<file path="src/rtl/rst_sequencer.sv">
// Board reset controller: synchronises rst_in, releases reset domains in
// order with programmable gaps, and arbitrates soft-reset requests.
module rst_sequencer #(
  parameter int N_DOM     = 3,
  parameter int N_REQ     = 2,
  parameter int PWRUP_DLY = 1000,
  parameter int STAGE_DLY = 16,
  parameter int SOFT_HOLD = 8
) (
  input  logic             clk_50m,
  input  logic             rst_in,
  input  logic [N_REQ-1:0] soft_req,
  output logic [N_REQ-1:0] soft_grant,
  output logic [N_DOM-1:0] rst_n_out,
  output logic             ready,
  output logic             busy
);

  localparam int MAX_AB = (PWRUP_DLY > STAGE_DLY) ? PWRUP_DLY : STAGE_DLY;
  localparam int MAXD   = (MAX_AB > SOFT_HOLD) ? MAX_AB : SOFT_HOLD;
  localparam int CW     = $clog2(MAXD + 1);
  localparam int IW     = (N_DOM > 1) ? $clog2(N_DOM) : 1;

  localparam logic [CW-1:0]    PW_T     = CW'(PWRUP_DLY - 1);
  localparam logic [CW-1:0]    SD_T     = CW'(STAGE_DLY - 1);
  localparam logic [CW-1:0]    SH_T     = CW'(SOFT_HOLD - 1);
  localparam logic [CW-1:0]    CNT_MAX  = {CW{1'b1}};
  localparam logic [IW-1:0]    IDX_LAST = IW'(N_DOM - 1);
  localparam logic [N_DOM-1:0] DOM_ONE  = N_DOM'(1);

  localparam logic [1:0] ST_PWRUP   = 2'd0;
  localparam logic [1:0] ST_RELEASE = 2'd1;
  localparam logic [1:0] ST_RUN     = 2'd2;
  localparam logic [1:0] ST_HOLD    = 2'd3;

  logic             sync1_q;
  logic             sync2_q;
  logic             rst_sync_n;
  logic [1:0]       state_q, state_d;
  logic [CW-1:0]    cnt_q, cnt_d;
  logic [IW-1:0]    idx_q, idx_d;
  logic [N_DOM-1:0] rst_n_q, rst_n_d;
  logic             ready_q, ready_d;
  logic [N_REQ-1:0] grant_q, grant_d;
  logic             rel0;

  // Two-flop synchroniser: async assert, release on the 2nd clean edge
  always_ff @(posedge clk_50m or negedge rst_in) begin
    if (!rst_in) begin
      sync1_q <= 1'b0;
      sync2_q <= 1'b0;
    end else begin
      sync1_q <= 1'b1;
      sync2_q <= sync1_q;
    end
  end

  assign rst_sync_n = sync2_q;

  // Next-state: power-up wait, staged release, run/arbitrate, soft hold
  always_comb begin
    state_d = state_q;
    idx_d   = idx_q;
    rst_n_d = rst_n_q;
    ready_d = ready_q;
    grant_d = '0;
    rel0    = 1'b0;
    cnt_d   = (cnt_q == CNT_MAX) ? cnt_q : cnt_q + 1'b1;
    unique case (state_q)
      ST_PWRUP: rel0 = (cnt_q == PW_T);
      ST_HOLD:  rel0 = (cnt_q == SH_T);
      ST_RELEASE: begin
        if (cnt_q == SD_T) begin
          rst_n_d = rst_n_q | (DOM_ONE << idx_q);
          idx_d   = idx_q + 1'b1;
          cnt_d   = '0;
          if (idx_q == IDX_LAST) begin
            state_d = ST_RUN;
            ready_d = 1'b1;
          end
        end
      end
      ST_RUN: begin
        cnt_d = '0;
        if (|soft_req) begin
          grant_d = soft_req & (~soft_req + 1'b1);
          rst_n_d = '0;
          ready_d = 1'b0;
          idx_d   = '0;
          state_d = ST_HOLD;
        end
      end
      default: state_d = ST_PWRUP;
    endcase
    if (rel0) begin
      rst_n_d = DOM_ONE;
      idx_d   = IW'(1);
      cnt_d   = '0;
      if (N_DOM == 1) begin
        state_d = ST_RUN;
        ready_d = 1'b1;
      end else begin
        state_d = ST_RELEASE;
      end
    end
  end

  // Sequencer state; reset lands in the power-up wait, outputs gated by sync
  always_ff @(posedge clk_50m or negedge rst_sync_n) begin
    if (!rst_sync_n) begin
      state_q <= ST_PWRUP;
      cnt_q   <= '0;
      idx_q   <= '0;
      rst_n_q <= '0;
      ready_q <= 1'b0;
      grant_q <= '0;
    end else begin
      state_q <= state_d;
      cnt_q   <= cnt_d;
      idx_q   <= idx_d;
      rst_n_q <= rst_n_d;
      ready_q <= ready_d;
      grant_q <= grant_d;
    end
  end

  assign rst_n_out  = rst_n_q;
  assign ready      = ready_q;
  assign soft_grant = grant_q;
  assign busy       = rst_sync_n & (state_q != ST_RUN);

endmodule

</file>
<file path="config.mk">
export PLATFORM = sky130hd
export DESIGN_NAME = rst_sequencer
export DESIGN_NICKNAME = d
export VERILOG_FILES = /design/src/rtl/rst_sequencer.sv
export SDC_FILE = /design/constraint.sdc
export NUM_CORES = 1
export LEC_CHECK = 0
export ABC_AREA = 1
export BUFFER_PORTS_ARGS = -buffer_cell sky130_fd_sc_hd__buf_2
export CELL_PAD_IN_SITES_DETAIL_PLACEMENT = 0
export CELL_PAD_IN_SITES_GLOBAL_PLACEMENT = 2
export CORE_ASPECT_RATIO = 0.75
export CORE_MARGIN = 5
export CORE_UTILIZATION = 35
export DETAILED_ROUTE_END_ITERATION = 16
export GPL_TIMING_DRIVEN = 0
export PLACE_DENSITY = 0.8
export SLEW_MARGIN = 0
export SYNTH_ARGS = -nofsm -noshare
export SYNTH_HDL_FRONTEND = slang
export SYNTH_SLANG_ARGS = --single-unit
</file>
<file path="constraint.sdc">
create_clock -name clk_50m -period 1.6 [get_ports clk_50m]
set_input_delay 0.32 -clock clk_50m [delete_from_list [all_inputs] [get_ports clk_50m]]
set_output_delay 0.32 -clock clk_50m [all_outputs]
set_load 0.02 [all_outputs]
</file>
; ---- After elaboration in Yosys (flattened, before gate mapping)
; Index checks and enable logic that the tools add are counted.
[word_totals]
regBits = 22
in_bits = 4
out_inout_bits = 7
word_cells = 62
[op_classes]
add_sub_neg = 3
n_eq_ne = 15
shift = 1
muxes = 24
bitwise_logic = 4
n_reduce_logical = 7
[op_table]
columns = op, n
row1 = $mux W10, 3
row2 = $eq A10 B10 Y1 const B, 2
row3 = $pmux W10 S2, 1
row4 = $mux W2, 9
row5 = $add A10 B1 Y10 const B, 1
row6 = $eq A10 B3 Y1 const B, 1
row7 = $eq A10 B4 Y1 const B, 1
row8 = $mux W3, 3
row9 = $ne A3 B3 Y1 const B, 3
row10 = $ne A2 B2 Y1 const B, 4
row11 = $pmux W2 S2, 2
row12 = $reduce_and A4 Y1, 2
row13 = $eq A2 B2 Y1 const B, 3
row14 = $pmux W3 S2, 1
row15 = $add A2 B1 Y2 const B, 2
row16 = $pmux W1 S2, 2
row17 = $mux W1, 3
row18 = $or A3 B3 Y3, 1
row19 = $reduce_and A3 Y1, 1
row20 = $reduce_bool A3 Y1, 1
row21 = $shl A1 B2 Y3 const A, 1
row22 = $and A2 B2 Y2, 1
row23 = $eq A2 B1 Y1 const B, 1
row24 = $logic_not A2 Y1, 1
row25 = other kinds (4), 4

; ---- Logic depth before layout (Yosys ltp)
; Gate-level depths: netlist (run 1).
[depth]
ltp_word = 5
ltp_mapped = 11
depth_no_buf = 10

; ---- Worst setup path before layout (run 1)
; Ideal clock, no wire load.
[synth_timing]
path_type = register to output
from = register sync2_q, in the netlist rst_sync_n
to = output busy
arrival_time_ps = 1127
required_time_ps = 1280
path_slack_ps = 153
path_stages_with_launch = 3
path_buffers = 0
cell_sequence = dfrtp_1 -> inv_1 -> nor2_1
[synth_via]
elab_chain_len = 1
[synth_rtl]
columns = item, line
row1 = from (decl), 37  ; logic sync2_q;
row2 = from (signal assigned), 54  ; sync2_q <= sync1_q;
row3 = $and A1 B1 Y1, 130  ; assign busy = rst_sync_n & (state_q != ST_RUN);
row4 = to (decl), 16  ; output logic busy
; Every way passes these cells.

; ---- Final worst setup path (run 1)
[layout_timing]
from = register state_q[1]
to = register rst_n_q[1], in the netlist rst_n_out[1]
[layout_via]
elab_chain_len = 4
word_cells_on_any_way = 11
cone_classes = eq/ne: 5 / mux: 3 / reduce/logical: 3
[layout_rtl]
columns = item, line
row1 = from (decl), 39  ; logic [1:0] state_q, state_d;
row2 = from (signal assigned), 118  ; state_q <= state_d;
row3 = $eq A2 B2 Y1 / $logic_not A2 Y1 (equally long branches), 69  ; unique case (state_q)
row4 = $pmux W1 S2, 69
row5 = $ne A3 B3 Y1 (no source line) / $reduce_bool A3 Y1 (equally long branches), n/a
row6 = $reduce_and A3 Y1 (no source line), n/a
row7 = to (signal assigned), 121  ; rst_n_q <= rst_n_d;
row8 = to (decl), 42  ; logic [N_DOM-1:0] rst_n_q, rst_n_d;
; Parallel ways exist; a longest one is shown, timed or not.
; A chain may end at the register's enable or synchronous reset.

==> out/qor.csv, run 1 <==
metric,value,unit
status,"finished, final reports clean",
worst-path cell chain,ha_2 -> buf_6 -> buf_4 -> nand2_2 -> nand3_2 -> nor2_2 -> nand4_1 -> nand3_1 -> nand2_1,
cell taking the most area after synthesis,dfrtp_1,
final hold slack,167,ps
n_diodes,0,
CTS tree,yes,
DR pass1 iterations,4,
CP max stage cell,dfrtp_1,
Hold WC Path Type,flop to async pin,
Worst R2R Start,state_q[1],
Routed Antenna Nets,0,
DRC,0,
"Cell Area, Synth",0.00133,sq mm
die area,0.00516,sq mm
Synth-to-Final Area Change,26.5,%
Post-synth ARST share,100,%
Final setup viols,0,
share of cells above drive strength 1,33.0,%
Routed WL,3040,microns
Area contributors post-synth,"dfrtp_1 (41%), nand2_1 (8.4%), nor2_1 (6.8%)",
commonest cells in the netlist,"nand2_1 (30), nor2_1 (24), dfrtp_1 (22), inv_1 (17), nand3_1 (11)",
worst vdd ir,479,uV
Worst Path Max Fanout,8,
Clock Power Share,46.9,%
clk_lat worst skew,270,ps
Placer Congestion,0.790,
most frequent cell after synthesis,nand2_1,
Tmin final,1550,ps
post-synth top area share,41.3,%
Arrival @ worst endpoint,1720,ps
nets@finish,197,
number of max-cap violations,0,
Die Ht,63.5,microns
vias per inst,4.62,
number of buffers and inverters on the critical path,2,
DP Worst Slack,-80.6,ps
row count,19,
Port Buffers,10,
Seq pwr share,49.9,%
total congestion overflow,0,
Critical Path RT,1770,ps
synth unique cells,30,
FF-to-FF End,rst_n_out[1],
Die W,81.3,microns
GRT Overall Usage,13.0,%
largest net degree at the start of global routing,22,
P_sw,0.000226,W
internal power,0.000910,W
Max Fclk,644,MHz
clock sinks,22,
Clock Root Buffer,clkbuf_8,
first-pass GRT wire length,5130,microns
Comb pwr share,3.2,%
1st-iter DRT viols,37,
# IOs,11,
CP max stage delay,430,ps
Mapped Cells,165,
Yosys warning total,0,
PnR worst setup slack,47.5,ps
RSZ-0062 raised after global routing,true,
crit path kind,flop to flop,
synthesis-stage register bit count,22,
Post-synth EDFFs,0,
routed vias,1095,
primary flip-flop cell chosen by synthesis mapping,dfrtp_1,
post-layout util,46.1,%
Tcrit/Tclk final,97.0,%
crit path capture type,flop,
htree depth,1,
max-slew violation count,0,
Starting Density,36.4,%
Wirelength per Cell,12.8,microns
Sw Share,19.9,%
CTS buffer count,3,
Total Power,0.00114,W
core region area,0.00366,sq mm
r2r setup slk,50,ps
worst reg2reg path depth,9,
number of global-route vias before repair,1075,
clock-pin slew on the worst setup and hold paths,90,ps
antenna violations before repair,0,
Max Root-Sink Buffers,2,
PwrDens,673,mW/mm^2
crit start category,flop,
dpl hpwl,2160,microns
Hold Fails Final Rpt,0,
leak pwr,0.810,nW
Syn Area/Cell,8.08,sq um
CP top delay family,simple AND/OR/NAND/NOR gates,
syn_nets,176,
"Seq/Total Area, Yosys",41.3,%
skew final,5.58,ps
[kinds of logic after synthesis]
family | after synthesis | share of synthesized area (%)
and+or+nand+nor | 88 | 32.6
buffers and inverters | 23 | 7.79
DFF | 22 | 41.3
AOI/OAI and AO/OA | 17 | 6.94
xor gates and xnor gates | 7 | 4.60
adders and majority gates | 7 | 6.57
other | 1 | 0.281
[repair_timing]
| action | CTS | global route |
|---|---|---|
| hold endpoints to repair | 2 | 0 |
| hold buffers | 1 | 0 |
| setup buffers | 1 | 5 |
| setup endpoints to repair | 17 | 19 |
| gates resized for setup | 9 | 23 |
| pin swaps | 0 | 9 |
[layout make-up]
type,count,area (sq um)
Multi-Input combinational cell,120,777
Buffer,3,33.8
Sequential cell,22,554
Tap cell,52,65.1
Clock buffer,3,41.3
Timing Repair Buffer,17,114
Clock inverter,1,30.0
Inverter,19,71.3
Fill cell,378,1970
[power groups by stage]
stage	registers [W]	clock network, W	logic, W
after floorplan	0.000578	0	0.0000172
after global placement	0.000582	0	0.0000243
after detailed placement	0.000582	0	0.0000256
after CTS	0.000572	0.000545	0.0000282
after global routing	0.000568	0.000569	0.0000420
final	0.000566	0.000533	0.0000362
[cell usage in the layout, fill, tap and decap left out, types with 4 or more instances in the layout]
cell,instances
buf_2,9
dfrtp_1,21
nand2_1,26
nor2_1,19
nand3_1,8
nand4_1,4
inv_2,4
nor2_2,6
a21oi_1,8
nand2_2,10
clkbuf_8,4
buf_4,6
xnor2_1,4
inv_1,15
[worst max path at each step]
| stage | start | end | slack, ps | cells after the start |
|---|---|---|---|---|
| after floorplan | rst_sync_n | busy | 150 | 2 |
| after global placement | cnt_q[0] | cnt_q[1] | -50 | 8 |
| after detailed placement | cnt_q[0] | cnt_q[8] | -80 | 8 |
| after CTS | cnt_q[0] | cnt_q[8] | 30 | 8 |
| after global routing | state_q[1] | rst_n_out[1] | -50 | 10 |
| final | state_q[1] | rst_n_out[1] | 50 | 9 |
[per-stage QoR]
| stage | area, sq um | instances | TNS, ps |
|---|---|---|---|
| floorplan | 1330 | 165 | 0 |
| global placement | 1450 | 227 | -401 |
| detailed placement | 1450 | 227 | -861 |
| CTS | 1560 | 232 | 0 |
| global route | 1690 | 237 | -101 |
| finish | 1690 | 237 | 0 |
[per-layer routing]
metal  vias up  global-route usage, %  wire, microns
met5         -                      0              0
met4         0                   3.80             44
met3         6                   4.13            105
met2        16                   18.2           1340
met1       509                   18.8           1550
li1        564                      -              -
[sequential cells by signal (all words and copies together), names as in the netlist]
name,cells
sync1_q,1
ready,1
idx_q,2
cnt_q,10
soft_grant,2
state_q,2
rst_sync_n,1
rst_n_out,3
Note: power is estimated with default switching activity, not from simulation.
==> inputs of run 2 (changes only) <==
Settings changed: CORE_MARGIN 5 to unset.
==> run 2 against run 1 <==
  * Sequential share of layout area decreased by 1.1 points
  * Core utilization increased by 1.6 points
  * Via count increased by 3.8%
  * Register-to-register slack got worse by 30 ps
  * Fmax decreased by 2.1%
  * Final cell count increased by 3.0%
==> out/qor.csv, run 2 (synthesis results as in run 1) <==
metric,value,unit,change
Sw Share,21.5,%,+1.7 points
Port Buffers,10,,unchanged
die area,0.00406,sq mm,-21%
Starting Density,36.4,%,unchanged
Clock Root Buffer,clkbuf_8,,
internal power,0.000795,W,-13%
Critical Path RT,1760,ps,about the same
Hold Fails Final Rpt,0,,unchanged
Worst Path Max Fanout,5,,-3
Synth-to-Final Area Change,31.0,%,
row count,19,,unchanged
P_sw,0.000218,W,-3.4%
Comb pwr share,3.6,%,+0.4 points
number of max-cap violations,0,,unchanged
number of buffers and inverters on the critical path,2,,unchanged
DRC,0,,unchanged
Hold WC Path Type,flop to async pin,,
share of cells above drive strength 1,32.3,%,-0.68 points
crit path capture type,flop,,
CP top delay family,simple AND/OR/NAND/NOR gates,,
fin cells,244,,+3.0%
nets@finish,204,,+3.6%
Seq pwr share,56.0,%,+6.1 points
final hold slack,160,ps,-6.76 ps
core region area,0.00366,sq mm,unchanged
clock sinks,22,,unchanged
DR pass1 iterations,4,,unchanged
skew final,7.34,ps,+1.76 ps
n_diodes,0,,unchanged
# IOs,11,,unchanged
CP max stage cell,dfrtp_1,,
crit start category,flop,,
"commonest non-fill, non-tap cells in the layout","nand2_1 (30), dfrtp_1 (21), nor2_1 (19), inv_1 (16)",,
first-pass GRT wire length,4910,microns,-4.3%
status,"finished, final reports clean",,
number of flip-flops in the largest register,10,,unchanged
RSZ-0062 raised after global routing,true,,
Tcrit/Tclk final,99.1,%,+2.0 points
post-layout util,47.7,%,+1.6 points
crit path kind,flop to flop,,
Routed Antenna Nets,0,,unchanged
Reg with most FFs,cnt_q,,
placed instance area,0.00145,sq mm,unchanged
total congestion overflow,0,,unchanged
Placer Congestion,0.789,,-0.13%
Die Ht,55.5,microns,-13%
vias per inst,4.66,,+0.86%
post-route cell area,0.00175,sq mm,+3.6%
Arrival @ worst endpoint,1740,ps,+20 ps
GRT Overall Usage,16.0,%,+3.1 points
worst vdd ir,481,uV,+0.32%
DP Worst Slack,-144,ps,-63.2 ps
CTS buffer count,3,,unchanged
PwrDens,580,mW/mm^2,-14%
htree depth,1,,unchanged
PnR worst setup slack,14.8,ps,-32.7 ps
Max Root-Sink Buffers,2,,unchanged
Wirelength per Cell,12.8,microns,-0.25%
clock-pin slew on the worst setup and hold paths,90,ps,about the same
Final setup viols,0,,unchanged
Routed WL,3120,microns,+2.7%
routed vias,1137,,+3.8%
max-slew violation count,0,,unchanged
number of global-route vias before repair,1024,,-4.7%
Tmin final,1590,ps,+32.7 ps
clk_lat worst skew,270,ps,about the same
dpl cells,227,,unchanged
Clock Power Share,40.5,%,-6.4 points
largest net degree at the start of global routing,22,,unchanged
CP max stage delay,400,ps,-30 ps
leak pwr,0.818,nW,+1.1%
Die W,73.3,microns,-9.8%
CTS tree,yes,,
"most common cell after layout, fill and taps aside",nand2_1,,
Max Fclk,631,MHz,-2.1%
1st-iter DRT viols,31,,-16%
antenna violations before repair,0,,unchanged
Crit path top cell by count,nand2_1,,
worst-path cell chain,buf_4 -> ha_4 -> nand3_2 -> nor2_4 -> nand3_4 -> nand2_4 -> inv_2 -> nand2_1 -> nand2_1,,
dpl hpwl,2150,microns,about the same
run 2: changes by cell type in the layout (fill, tap and decap cells not counted), moves of 3 or more:
cell and delta:
nand2_1 +4, nor2_2 -3, nand2_2 -3, buf_4 +3, nor2_4 +3, buf_6 +3
run 2: metrics by stage:
stage / total power [W] / TNS (ps)
floorplan: 0.000595 / 0
global placement: 0.000606 / -371
detailed placement: 0.000608 / -772
CTS: 0.00103 / 0
global route: 0.00106 / -208
finish: 0.00101 / 0
run 2: final timing paths:
path	slack, ps	end	start	cells after the start
worst max register to register	10	rst_n_out[1]	state_q[1]	9
worst max-delay path	10	rst_n_out[1]	state_q[1]	9
max in group asynchronous	1050	cnt_q[3]	rst_sync_n	1
worst min register to register	160	cnt_q[4]	rst_sync_n	0
min in group clk_50m	230	soft_grant[1]	soft_req[0]	2
worst min-delay path	160	cnt_q[4]	rst_sync_n	0
run 2: cell type report:
type | count | area (sq um)
buffer | 2 | 22.5
clock buffer | 4 | 55.1
fill | 360 | 1910
inverter | 19 | 71.3
multi-input combinational | 121 | 791
sequential | 22 | 554
tap | 52 | 65.1
timing repair buffer | 24 | 188
run 2: timing repair:
action	in CTS	in global routing
gates cloned	0	1
gates resized for setup	10	22
setup endpoints to repair	17	19
hold buffers	1	0
buffers inserted	2	11
endpoints found under the hold margin	2	0
pin swaps	0	12
run 2: power groups by stage:
stage	combinational [W]	sequential (W)	clock, W
2_1_floorplan	0.0000172	0.000578	0
3_3_place_gp	0.0000244	0.000582	0
3_5_place_dp	0.0000259	0.000582	0
4_1_cts	0.0000281	0.000572	0.000430
5_1_grt	0.0000422	0.000569	0.000448
6_report	0.0000363	0.000567	0.000410
run 2: per-layer routing:
metal | global-route usage [%] | routed length, microns
met3 | 3.83 | 92
met1 | 23.5 | 1620
met5 | 0 | 0
met4 | 3.36 | 16
met2 | 23.8 | 1400
==> inputs of run 3 (changes only) <==
Settings changed: ABC_AREA 1 to unset, CORE_UTILIZATION 35 to 37, PLACE_DENSITY 0.8 to 0.79.
==> run 3 against run 2 <==
  * The run now ends with negative setup slack left
  * Sequential share of layout area up 3.3 points
  * Final cell count down 23%
  * Clock-buffer cell count unchanged
  * Worst hold slack better by 4.0 ps
  * Design area down 9.5%
  * Clock power down 1%
==> out/qor.csv, run 3 <==
metric,value,unit,change
status,"complete, but fails checks",,
failing checks,negative setup slack,,
Post-synth ARST share,100,%,unchanged
htree depth,1,,unchanged
largest net degree at the start of global routing,22,,unchanged
Mapped Cells,118,,-28%
Starting Density,39.8,%,+3.4 points
Final setup viols,17,,+17
commonest cells in the netlist,"dfrtp_1 (22), nor2_1 (12), nor3_1 (9), inv_1 (8), ha_1 (7)",,
1st-iter DRT viols,46,,+48%
die area,0.00346,sq mm,-15%
clock sinks,22,,unchanged
skew final,6.97,ps,-0.376 ps
post-synth top area share,46.1,%,+4.8 points
DRC,0,,unchanged
"Cell Area, Synth",0.00119,sq mm,-10%
Worst Path Max Fanout,7,,+2
CTS tree,yes,,
Met3 Routed Length,100,microns,+8.7%
Synth-to-Final Area Change,32.4,%,
Max Root-Sink Buffers,2,,unchanged
GRT Overall Usage,18.0,%,+2.0 points
crit path kind,flop to flop,,
Highest Signal Layer,met4,,
post-layout util,52.7,%,+5.0 points
routed vias,981,,-14%
PwrDens,1280,mW/mm^2,+120%
nets@finish,161,,-21%
primary flip-flop cell chosen by synthesis mapping,dfrtp_1,,
max-slew violation count,0,,unchanged
worst vdd ir,654,uV,+36%
Routed Antenna Nets,0,,unchanged
Hold WC Path Type,flop to async pin,,
Tcrit/Tclk final,106,%,+6.9 points
crit start category,flop,,
Reg with most FFs,cnt_q,,
Routed WL,2680,microns,-14%
leak pwr,0.688,nW,-16%
synth unique cells,39,,+30%
crit path capture type,flop,,
Clock Root Buffer,clkbuf_8,,
DR pass1 iterations,4,,unchanged
"commonest non-fill, non-tap cells in the layout","dfrtp_1 (21), buf_4 (17), nor2_1 (11), buf_2 (10), nor3_1 (9)",,
Arrival @ worst endpoint,1850,ps,+110 ps
fill count,283,,-21%
share of cells above drive strength 1,34.9,%,+2.6 points
dpl cells,166,,-27%
most frequent cell after synthesis,dfrtp_1,,
"Seq/Total Area, Yosys",46.1,%,+4.8 points
Post-synth EDFFs,0,,unchanged
M1 WL,1440,microns,-11%
PnR worst setup slack,-95.0,ps,-110 ps
vias per inst,5.25,,+13%
clk_lat worst skew,270,ps,about the same
Wirelength per Cell,14.3,microns,+12%
n_diodes,0,,unchanged
Die W,67.6,microns,-7.7%
clock-pin slew on the worst setup and hold paths,80,ps,about the same
number of flip-flops in the largest register,10,,unchanged
Max Fclk,590,MHz,-6.5%
total congestion overflow,0,,unchanged
core region area,0.00300,sq mm,-18%
Yosys warning total,0,,unchanged
syn_nets,129,,-27%
"most common cell after layout, fill and taps aside",dfrtp_1,,
Syn Area/Cell,10.1,sq um,+25%
antenna violations before repair,0,,unchanged
Placer Congestion,0.794,,+0.61%
Tmin final,1690,ps,+110 ps
row count,17,,-2
met2 WL,1120,microns,-20%
number of max-cap violations,0,,unchanged
# IOs,11,,unchanged
Critical Path RT,1760,ps,about the same
CTS buffer count,3,,unchanged
DP Worst Slack,-373,ps,-229 ps
synthesis-stage register bit count,22,,unchanged
RSZ-0062 raised after global routing,true,,
Port Buffers,10,,unchanged
Die Ht,51.2,microns,-7.7%
fin cells,187,,-23%
dpl hpwl,1670,microns,-23%
Area contributors post-synth,"dfrtp_1 (46%), ha_1 (7.3%), nor3_1 (3.8%)",,
first-pass GRT wire length,4530,microns,-7.7%
number of global-route vias before repair,952,,-7.0%
cell taking the most area after synthesis,dfrtp_1,,
Hold Fails Final Rpt,0,,unchanged
-- run 3: changes by cell type in the layout (fill, tap and decap cells not counted), sizes merged, moves of 3 or more --
| cell | previous run | this run |
|---|---|---|
| nand2 | 39 | 6 |
| nor2 | 27 | 12 |
| inv | 19 | 8 |
| nand3 | 13 | 3 |
| nor3 | 2 | 10 |
| a31oi | 0 | 6 |
| buf | 25 | 30 |
| a21oi | 8 | 4 |
| mux2i | 0 | 4 |
| nand4 | 5 | 1 |
| o21ai | 6 | 2 |
| nor4 | 0 | 3 |
| xnor2 | 4 | 1 |
-- run 3: cells by family (layout without fill, tap and decap cells) --
group / count (synthesis) / count (layout) / synth area share [%]
AO/OA/AOI/OAI: 22 / 22 / 14.5
XOR/XNOR: 2 / 2 / 1.47
adder cells (fa/ha/maj): 7 / 7 / 7.33
buffers and inverters: 12 / 43 / 4.82
flip-flops: 22 / 22 / 46.1
multiplexers: 4 / 4 / 3.35
other: 1 / 1 / 0.314
AND/OR/NAND/NOR: 48 / 48 / 22.2
-- run 3: final cells by class --
cell class / instances / area (sq um) / share of cell area (%)
clock buffers: 4 / 55.1 / 3.48
repair buffers: 28 / 191 / 12.1
well taps: 38 / 47.5 / 3.01
plain buffers: 3 / 30.0 / 1.90
flip-flops and latches: 22 / 554 / 35.0
multi-input cells: 84 / 673 / 42.6
inverters: 8 / 30.0 / 1.90
-- run 3: what timing repair did --
action | CTS | global route
endpoints found under the hold margin | 2 | 0
buffers inserted | 14 | 3
pin swaps | 3 | 2
setup endpoints to repair | 19 | 19
hold buffers | 1 | 0
gates resized for setup | 13 | 8
-- run 3: through the flow --
stage,total power (W),instance area (sq um),hold WS [ps],TNS [ps]
2_1_floorplan,0.00128,1200,24.4,-651
4_1_cts,0.00199,1520,212,-495
3_3_place_gp,0.00145,1300,104,-4800
3_5_place_dp,0.00146,1300,106,-5460
6_report,0.00202,1580,164,-702
5_1_grt,0.00219,1580,192,-2600
-- run 3: per-layer routing --
layer | track usage, % | up-vias
li1 | - | 486
met1 | 26.4 | 469
met2 | 25.6 | 22
met3 | 5.36 | 4
met4 | 4.26 | 0
met5 | 0 | -
-- run 3: report_power, final --
group | internal (W) | switching [W]
logic | 0.000383 | 0.000468
registers | 0.000677 | 0.0000826
clock network | 0.000220 | 0.000186
-- run 3: worst max-delay path: stages (launching register included) --
cell and delay [ps]:
dfrtp_1 390, ha_4 170, nand4b_1 160, o41ai_4 350, buf_6 170, a31oi_1 70
a311o_1 280
-- run 3: worst paths after layout --
path,startpoint,to,slack [ps],depth (start not counted)
max in group asynchronous,rst_sync_n,rst_n_out[2],1100,1
setup / recovery,cnt_q[0],state_q[0],-90,6
hold / removal,rst_sync_n,cnt_q[7],160,0
setup reg to reg,cnt_q[0],state_q[0],-90,6
hold reg to reg,rst_sync_n,cnt_q[7],160,0
min in group clk_50m,soft_req[0],soft_grant[1],220,2
